[src/rtl/spi_flash_pkg.sv]
// Shared constants and types for the SPI NOR flash responder:
// opcodes, status-register bit positions and the transaction FSM states.
package spi_flash_pkg;

   localparam logic [7:0] OP_PROG = 8'h02;
   localparam logic [7:0] OP_READ = 8'h03;
   localparam logic [7:0] OP_WRDI = 8'h04;
   localparam logic [7:0] OP_RDSR = 8'h05;
   localparam logic [7:0] OP_WREN = 8'h06;
   localparam logic [7:0] OP_RDID = 8'h9F;

   localparam int STAT_WIP = 0;
   localparam int STAT_WEL = 1;

   typedef enum logic [2:0] {
      ST_IDLE,
      ST_CMD,
      ST_ADDR,
      ST_READ,
      ST_PROG,
      ST_ID,
      ST_STAT,
      ST_IGNORE
   } state_t;

endpackage

[src/rtl/spi_flash_responder_sync.sv]
// Brings the asynchronous SPI pins into the clk_48mhz domain and derives
// one-cycle rise/fall strobes for sck plus settled levels for cs and mosi.
module spi_sync_edge #(
   parameter int SYNC_STAGES = 2
) (
   input  logic clk,
   input  logic reset_n,
   input  logic sck_pin,
   input  logic cs_pin,
   input  logic mosi_pin,
   output logic sck_rise,
   output logic sck_fall,
   output logic cs_level,
   output logic mosi_level
);

   logic [SYNC_STAGES-1:0] sck_sync;
   logic [SYNC_STAGES-1:0] cs_sync;
   logic [SYNC_STAGES-1:0] mosi_sync;
   logic                   sck_prev;

   // cs resets to its deasserted level so the responder starts deselected.
   always_ff @(posedge clk) begin
      if (!reset_n) begin
         sck_sync  <= '0;
         cs_sync   <= '1;
         mosi_sync <= '0;
         sck_prev  <= 1'b0;
      end else begin
         // NOTE: non-blocking assignments keep every stage a real flop; blocking would collapse the chain.
         sck_sync  <= {sck_sync[SYNC_STAGES-2:0], sck_pin};
         cs_sync   <= {cs_sync[SYNC_STAGES-2:0], cs_pin};
         mosi_sync <= {mosi_sync[SYNC_STAGES-2:0], mosi_pin};
         sck_prev  <= sck_sync[SYNC_STAGES-1];
      end
   end

   assign sck_rise   =  sck_sync[SYNC_STAGES-1] & ~sck_prev;
   assign sck_fall   = ~sck_sync[SYNC_STAGES-1] &  sck_prev;
   assign cs_level   = cs_sync[SYNC_STAGES-1];
   assign mosi_level = mosi_sync[SYNC_STAGES-1];

endmodule

[src/rtl/spi_flash_responder.sv]
// SPI mode-0 serial NOR flash stand-in: decodes READ, PROG, RDID, RDSR, WREN
// and WRDI and serves data from an external byte-wide memory port.
module spi_flash_responder #(
   parameter int          ADDR_W      = 20,
   parameter logic [23:0] JEDEC_ID    = 24'hEF4014,
   parameter int          SYNC_STAGES = 2
) (
   input  logic              clk_48mhz,
   input  logic              reset_n,
   input  logic              spi_cs,
   input  logic              spi_sck,
   input  logic              spi_mosi,
   output logic              spi_miso,
   output logic              spi_miso_oe,
   output logic [ADDR_W-1:0] mem_addr,
   output logic              mem_rd,
   input  logic [7:0]        mem_rdata,
   output logic              mem_wr,
   output logic [7:0]        mem_wdata,
   output logic              busy
);
   import spi_flash_pkg::*;

   logic sck_rise, sck_fall, cs_level, mosi_level;

   spi_sync_edge #(.SYNC_STAGES(SYNC_STAGES)) u_sync (
      .clk        (clk_48mhz),
      .reset_n    (reset_n),
      .sck_pin    (spi_sck),
      .cs_pin     (spi_cs),
      .mosi_pin   (spi_mosi),
      .sck_rise   (sck_rise),
      .sck_fall   (sck_fall),
      .cs_level   (cs_level),
      .mosi_level (mosi_level)
   );

   state_t      state, state_n;
   logic [2:0]  bit_cnt;
   logic [6:0]  rx_shift;
   logic [7:0]  tx_shift, tx_next, status;
   logic        reload_pend;
   logic [1:0]  addr_cnt, id_idx;
   logic        is_prog, wel;
   logic        wr_pend, rd_cap;
   logic [7:0]  rd_buf;

   logic       cs_active, rise_ok, fall_ok, byte_done;
   logic [7:0] rx_byte;

   // Strobes arriving together with a cs release are dropped by gating on cs.
   assign cs_active = ~cs_level;
   assign rise_ok   = sck_rise & cs_active;
   assign fall_ok   = sck_fall & cs_active;
   assign byte_done = rise_ok && (bit_cnt == 3'd7);
   assign rx_byte   = {rx_shift, mosi_level};

   assign spi_miso    = tx_shift[7];
   assign spi_miso_oe = cs_active;
   assign busy        = cs_active;

   always_ff @(posedge clk_48mhz) begin
      if (!reset_n) state <= ST_IDLE;
      else          state <= state_n;
   end

   always_comb begin
      // NOTE: every output of this block gets a default first so no latch is inferred.
      state_n = state;
      status  = '0;
      tx_next = '0;
      status[STAT_WEL] = wel;
      status[STAT_WIP] = 1'b0;
      case (state)
         ST_IDLE: if (cs_active) state_n = ST_CMD;
         ST_CMD: begin
            if (byte_done) begin
               case (rx_byte)
                  OP_READ: state_n = ST_ADDR;
                  OP_PROG: state_n = wel ? ST_ADDR : ST_IGNORE;
                  OP_RDID: state_n = ST_ID;
                  OP_RDSR: state_n = ST_STAT;
                  default: state_n = ST_IGNORE;
               endcase
            end
         end
         ST_ADDR: if (byte_done && addr_cnt == 2'd2) state_n = is_prog ? ST_PROG : ST_READ;
         default: ;
      endcase
      if (!cs_active) state_n = ST_IDLE;

      case (state)
         ST_ID: begin
            case (id_idx)
               2'd0:    tx_next = JEDEC_ID[23:16];
               2'd1:    tx_next = JEDEC_ID[15:8];
               2'd2:    tx_next = JEDEC_ID[7:0];
               default: tx_next = 8'h00;
            endcase
         end
         ST_STAT: tx_next = status;
         ST_READ: tx_next = rd_buf;
         default: tx_next = 8'h00;
      endcase
   end

   always_ff @(posedge clk_48mhz) begin
      if (!reset_n) begin
         bit_cnt     <= '0;
         rx_shift    <= '0;
         tx_shift    <= '0;
         reload_pend <= 1'b0;
         addr_cnt    <= '0;
         id_idx      <= '0;
         is_prog     <= 1'b0;
         wel         <= 1'b0;
         wr_pend     <= 1'b0;
         rd_cap      <= 1'b0;
         rd_buf      <= '0;
         mem_addr    <= '0;
         mem_rd      <= 1'b0;
         mem_wr      <= 1'b0;
         mem_wdata   <= '0;
      end else begin
         mem_rd  <= 1'b0;
         mem_wr  <= wr_pend;
         wr_pend <= 1'b0;
         rd_cap  <= mem_rd;
         if (rd_cap) rd_buf <= mem_rdata;
         // Page program wraps inside the 256-byte page.
         if (mem_wr) mem_addr[7:0] <= mem_addr[7:0] + 8'd1;

         if (!cs_active) begin
            bit_cnt     <= '0;
            rx_shift    <= '0;
            tx_shift    <= '0;
            reload_pend <= 1'b0;
            addr_cnt    <= '0;
            id_idx      <= '0;
            if (state == ST_PROG) wel <= 1'b0;
         end else begin
            if (rise_ok) begin
               rx_shift <= rx_byte[6:0];
               bit_cnt  <= bit_cnt + 3'd1;
            end
            if (byte_done) begin
               reload_pend <= 1'b1;
               case (state)
                  ST_CMD: begin
                     is_prog <= (rx_byte == OP_PROG);
                     if (rx_byte == OP_WREN) wel <= 1'b1;
                     if (rx_byte == OP_WRDI) wel <= 1'b0;
                  end
                  ST_ADDR: begin
                     // Shifting bytes in leaves the low ADDR_W bits of the 24-bit address.
                     addr_cnt <= addr_cnt + 2'd1;
                     mem_addr <= ADDR_W'({mem_addr, rx_byte});
                     if (addr_cnt == 2'd2 && !is_prog) mem_rd <= 1'b1;
                  end
                  ST_READ: begin
                     mem_addr <= mem_addr + ADDR_W'(1);
                     mem_rd   <= 1'b1;
                  end
                  ST_PROG: begin
                     mem_wdata <= rx_byte;
                     wr_pend   <= 1'b1;
                  end
                  default: ;
               endcase
            end
            if (fall_ok) begin
               if (reload_pend) begin
                  tx_shift    <= tx_next;
                  reload_pend <= 1'b0;
                  if (state == ST_ID && id_idx != 2'd3) id_idx <= id_idx + 2'd1;
               end else begin
                  tx_shift <= {tx_shift[6:0], 1'b0};
               end
            end
         end
      end
   end

endmodule

[config.mk]
export PLATFORM = sky130hd
export DESIGN_NAME = spi_flash_responder
export DESIGN_NICKNAME = d
export VERILOG_FILES = /design/src/rtl/spi_flash_pkg.sv /design/src/rtl/spi_flash_responder_sync.sv /design/src/rtl/spi_flash_responder.sv
export SDC_FILE = /design/constraint.sdc
export NUM_CORES = 1
export LEC_CHECK = 0
export ABC_AREA = 1
export ABC_CLOCK_PERIOD_IN_PS = 2300
export CORE_AREA = 2 2 87 89
export DETAILED_ROUTE_END_ITERATION = 7
export DIE_AREA = 0 0 89 91
export HOLD_SLACK_MARGIN = 0.15
export PLACE_DENSITY_LB_ADDON = 0.1
export SETUP_SLACK_MARGIN = 0.2
export SYNTH_ARGS = -nofsm -noshare
export SYNTH_HDL_FRONTEND = slang
export SYNTH_SLANG_ARGS = --single-unit
export TNS_END_PERCENT = 5
[constraint.sdc]
create_clock -name clk_48mhz -period 2.3 [get_ports clk_48mhz]
set_input_delay 0.69 -clock clk_48mhz [delete_from_list [all_inputs] [get_ports clk_48mhz]]
set_output_delay 0.69 -clock clk_48mhz [all_outputs]
set_load 0.02 [all_outputs]
Word level (Yosys, flattened, before mapping) --
Index checks and enable logic that the tools add are counted.
Cells by class: bitwise operators 9, mux-type cells 25, reductions and logical operators 21, equality and inequality tests 20, $add $sub $neg 5
Operators with widths (count):
- $pmux W8 S3 | 2
- $pmux W20 S2 | 1
- $mux W8 | 4
- $eq A8 B3 Y1 const B | 3
- $add A20 B1 Y20 const B | 1
- $eq A8 B2 Y1 const B | 2
- $reduce_and A3 Y1 | 5
- $eq A3 B3 Y1 const B | 4
- $mux W3 | 4
- $pmux W3 S4 | 1
- $mux W1 | 11
- $pmux W3 S3 | 1
- $add A8 B1 Y8 const B | 1
- $eq A8 B8 Y1 const B | 1
- $ne A2 B2 Y1 const B | 4
- $eq A3 B2 Y1 const B | 2
- $reduce_bool A2 Y1 | 3
- $reduce_bool A3 Y1 | 2
- $not A1 Y1 | 5
- $add A2 B1 Y2 const B | 2
- $and A1 B1 Y1 | 4
- $eq A2 B2 Y1 const B | 2
- $logic_and A1 B1 Y1 | 4
- $reduce_and A4 Y1 | 1
- 10 further kinds | 10
Word-level totals: register bits 75, word-level logic and storage cells 101, input port bits 13, output and inout bits 33

Logic depth before layout (Yosys ltp) --
depth in word-level cells 7, gate-level depth with buffers 11, gate-level depth less buffers 11

Hierarchy --
Synthesis repeated with hierarchy kept, for this count alone.
Second synthesis, totals: cells, all modules 561, area, all modules 3871.2 um^2
Modules (own cells, without submodules):
- spi_flash_responder | cells an instance 536, area each 3663.5 um^2, sequential area each 1361.3 um^2, times used 1
- spi_sync_edge | cells an instance 25, area each 207.7 um^2, sequential area each 140.1 um^2, times used 1

Worst setup path before layout --
No wires, ideal clock.
path type register to register, from register mem_addr[0], to register mem_addr[14], buffers on the path 0, clock period less this slack 1592 ps, stages on the path, launching flop included 10, required time 2230 ps, path slack 708 ps, setup time 70 ps, arrival 1522 ps, cells stage by stage dfxtp_1 > ha_1 > nand3_1 > nor2_1 > nand2_1 > inv_1 > nand2_1 > nand2_1 > nand3_1 > a21oi_1
On the way: word-level cells in the longest chain between the ends 2
Ends and longest elaborated chain:
- start, declared | line spi_flash_responder.sv:15 | output logic [ADDR_W-1:0] mem_addr,
- start signal, assigned | line spi_flash_responder.sv:131 | if (mem_wr) mem_addr[7:0] <= mem_addr[7:0] + 8'd1;
- start signal, assigned | line spi_flash_responder.sv:157 | mem_addr <= ADDR_W'({mem_addr, rx_byte});
- start signal, assigned | line spi_flash_responder.sv:161 | mem_addr <= mem_addr + ADDR_W'(1);
- $add A20 B1 Y20 | line spi_flash_responder.sv:161
- $pmux W20 S2 | line spi_flash_responder.sv:148 | case (state)
Every way passes these cells. A chain may end at the register's enable or synchronous reset.

Final worst setup path --
from register mem_addr[14], to output port mem_addr[14]
No word-level cell between the ends.

==> results by group <==
STA
  – Worst-Margin Slew: a little over 500 ps
  – Final setup fails: 0
  – RSZ-0062 raised after global routing: yes
  – Count of pins over their slew limit: 0
  – Fin crit share: slightly above 90%
  – Setup tns final: 0 ps
  – Final Hold Vio Count: 0
  – Slew HR: 65.91%
  – Fin Clk Skew: approximately 10 ps
  – Post-route minimum period: about 2100 ps
  – Setup slack after layout: between 150 and 200 ps
  – Fmax: between 400 and 500 MHz
  – Hold slack: ~410 ps

Place
  – Pre-CTS setup slack: between 300 and 400 ps
  – GP Congestion: 0.8606
  – I/O Buffers: between 40 and 50
  – Placed wire-length estimate: 6947 um

Final layout
  – P&R area growth vs syn: 20.69%
  – Area occupied by multi-input gates: a little under 2000 um2
  – Register area: 1503 um2
  – Nets: 624
  – Post-layout util: 64.24%
  – Fill cells: 683
  – # diodes: 0
  – Layout cells sized above 1: slightly above 8%

Hold path
  – Hold path depth: 2
  – Hold Path Class: reg -> reg

Worst setup path
  – CP Max Fanout: 6
  – Highest-delay cell along the critical path: clkdlybuf4s50_1
  – Kind of critical path: reg -> out
  – Buffers & Inverters on Critical Path: 1
  – Worst r2r path cells: 11
  – CP Depth: 1
  – Critical path data arrival time: between 1000 and 1500 ps
  – Gate family responsible for the most delay along the worst path: buffers and inverters
  – Worst-path cell chain: clkdlybuf4s50_1
  – Largest stage delay, worst path: between 600 and 700 ps
  – WP data required: roughly 1600 ps
  – Worst Setup End Kind: output pin
  – Crit start category: flip-flop

CTS
  – Total clock sinks: 75
  – Clk buf depth: 2
  – Clk root buf: clkbuf_8
  – CTS clk-pin slew, worst paths: roughly 70 ps
  – CTS tree: built
  – TritonCTS Buffers: 9
  – Worst skew pair latency: 350 ps
  – # H-tree levels: 3

Global route
  – GRT overflow: 0
  – Vias in the first global route: around 3400
  – Antenna violations before repair: 0
  – Largest net degree at the start of global routing: 41
  – Total track usage: ~25%
  – Global-route wire length before repair: about 16000 um

Route
  – ANT nets after route: 0
  – Vias: about 3700
  – Drt first pass iters: 4
  – Initial drt markers: around 240
  – Final wirelength: between 9000 and 10000 um
  – DR vias/cell: around 5.3
  – DR WL/cell: approximately 14 um
  – Number of remaining DRC errors: 0

Die
  – Chip width: 89 um
  – Core area: approximately 7100 um2
  – Row count: 31
  – I/O pin cnt: 46
  – Full die area: between 8000 and 9000 um2
  – Initial core utilization: a little over half
  – Die Y: around 91 um

Flow run
  – Max Cap Viol: 0

Synth
  – Cells after Synth: between 500 and 600
  – Top_reg_cell synth: dfxtp_1
  – EDFF count, synth: 0
  – Syn_nets: ~580
  – Cell area after synthesis: 3799 um2
  – Post-synth ARST share: 0%
  – Synth Warn #: 0
  – Synth unique cells: 33
  – Post-synthesis sequential area ratio: between 30% and 40%
  – Number of synthesized register bits: 75
  – Synthesized area per cell: roughly 6.9 um2

Outcome
  – Status: finished, final reports clean

Power
  – Power, Total: between 2 and 3 mW
  – Worst VDD drop: 0.0003450 V
  – PwrDens: 553.8 nW/um2
  – Leak pwr: approximately 1.8 nW
## where the power goes
part	switching [mW]	internal [mW]	leakage, nW
registers	0.00586	1.30	0.605
logic	0.0384	0.0328	1.06
clock network	0.489	0.669	0.113
## Yosys cell counts (2+ instances only)
cell type    n  area share, %
nand2_1    105             10
nand2_2      4           0.66
o21ai_0     60            7.9
buf_6        2           0.59
a21oi_1     77             10
nor3_1       3           0.40
clkbuf_1     8           0.79
ha_1        11            3.6
a31oi_1      3           0.49
nor2_1      59            5.8
buf_2        6           0.79
inv_1       57            5.6
nand3_1     43            5.7
nor2_4       4            1.2
or2_2        2           0.33
inv_2        4           0.40
o21bai_1     3           0.59
nor2_2       3           0.49
o21ai_1      4           0.53
buf_4        2           0.40
xnor2_1      2           0.46
dfxtp_1     75             40
nand4_1      5           0.82
## state kept, by name, indices dropped and copies added, names as in the netlist, 2 cells and up
| signal | flops |
|---|---|
| u_sync.sck_sync | 2 |
| rd_buf | 8 |
| bit_cnt | 3 |
| id_idx | 2 |
| addr_cnt | 2 |
| u_sync.cs_sync | 2 |
| mem_addr | 20 |
| tx_shift | 8 |
| rx_shift | 7 |
| state | 3 |
| mem_wdata | 8 |
| u_sync.mosi_sync | 2 |
## layer usage
layer / routed length [um] / track usage [%] / part of all wire (%)
met5: 0 / 0 / 0
met1: 4393 / 33.60 / 46
met2: 4495 / 39.99 / 47
met3: 478 / 3.364 / 5.0
met4: 195 / 9.826 / 2.0
## placed cells by master, fill, tap and decap left out, types with 11 or more instances in the layout
master / synthesis / routed
clkbuf_8: 0 / 11
nor2_1: 59 / 59
ha_1: 11 / 11
inv_1: 57 / 57
clkdlybuf4s50_1: 0 / 43
o21ai_0: 60 / 60
dfxtp_1: 75 / 74
nand3_1: 43 / 43
a21oi_1: 77 / 77
buf_4: 2 / 11
nand2_1: 105 / 105
## worst paths after layout
| check | start | end | slack [ps] |
|---|---|---|---|
| setup / recovery | mem_addr[14]$_SDFFE_PN0P_ | mem_addr[14] | 150 |
| hold / removal | wr_pend$_SDFF_PP0_ | mem_wr$_SDFF_PN0_ | 410 |
| setup reg to reg | bit_cnt[1]$_SDFFE_PP0P_ | mem_addr[4]$_SDFF_PN0_ | 410 |
| hold reg to reg | wr_pend$_SDFF_PP0_ | mem_wr$_SDFF_PN0_ | 410 |
## cell type report
class / count / area share, %
clock buffer: 12 / 3.384
clock inverter: 4 / 1.583
inverter: 62 / 5.076
multi-input combinational: 396 / 42.82
sequential: 75 / 32.78
tap: 99 / 2.702
timing repair buffer: 56 / 11.65
## through the flow
stage          instance area, um2  instances
2_1_floorplan                3799        552
3_3_place_gp                 4354        688
3_5_place_dp                 4354        688
4_1_cts                      4582        704
5_1_grt                      4584        704
6_report                     4584        704
## what timing repair did
action	4_1_cts	5_1_grt
resized for setup	2	1
hold buffers	0	0
cloned	0	0
buffers inserted	0	0
setup endpoints to repair	13	16
## cell families after synthesis
| group | synth area share, % |
|---|---|
| simple gates | 26.78 |
| compound gates | 20.59 |
| buf+inv | 8.794 |
| flops | 39.53 |
| fa+ha+maj | 3.623 |
| xor+xnor | 0.6918 |
(Power assumes the default switching activity.)
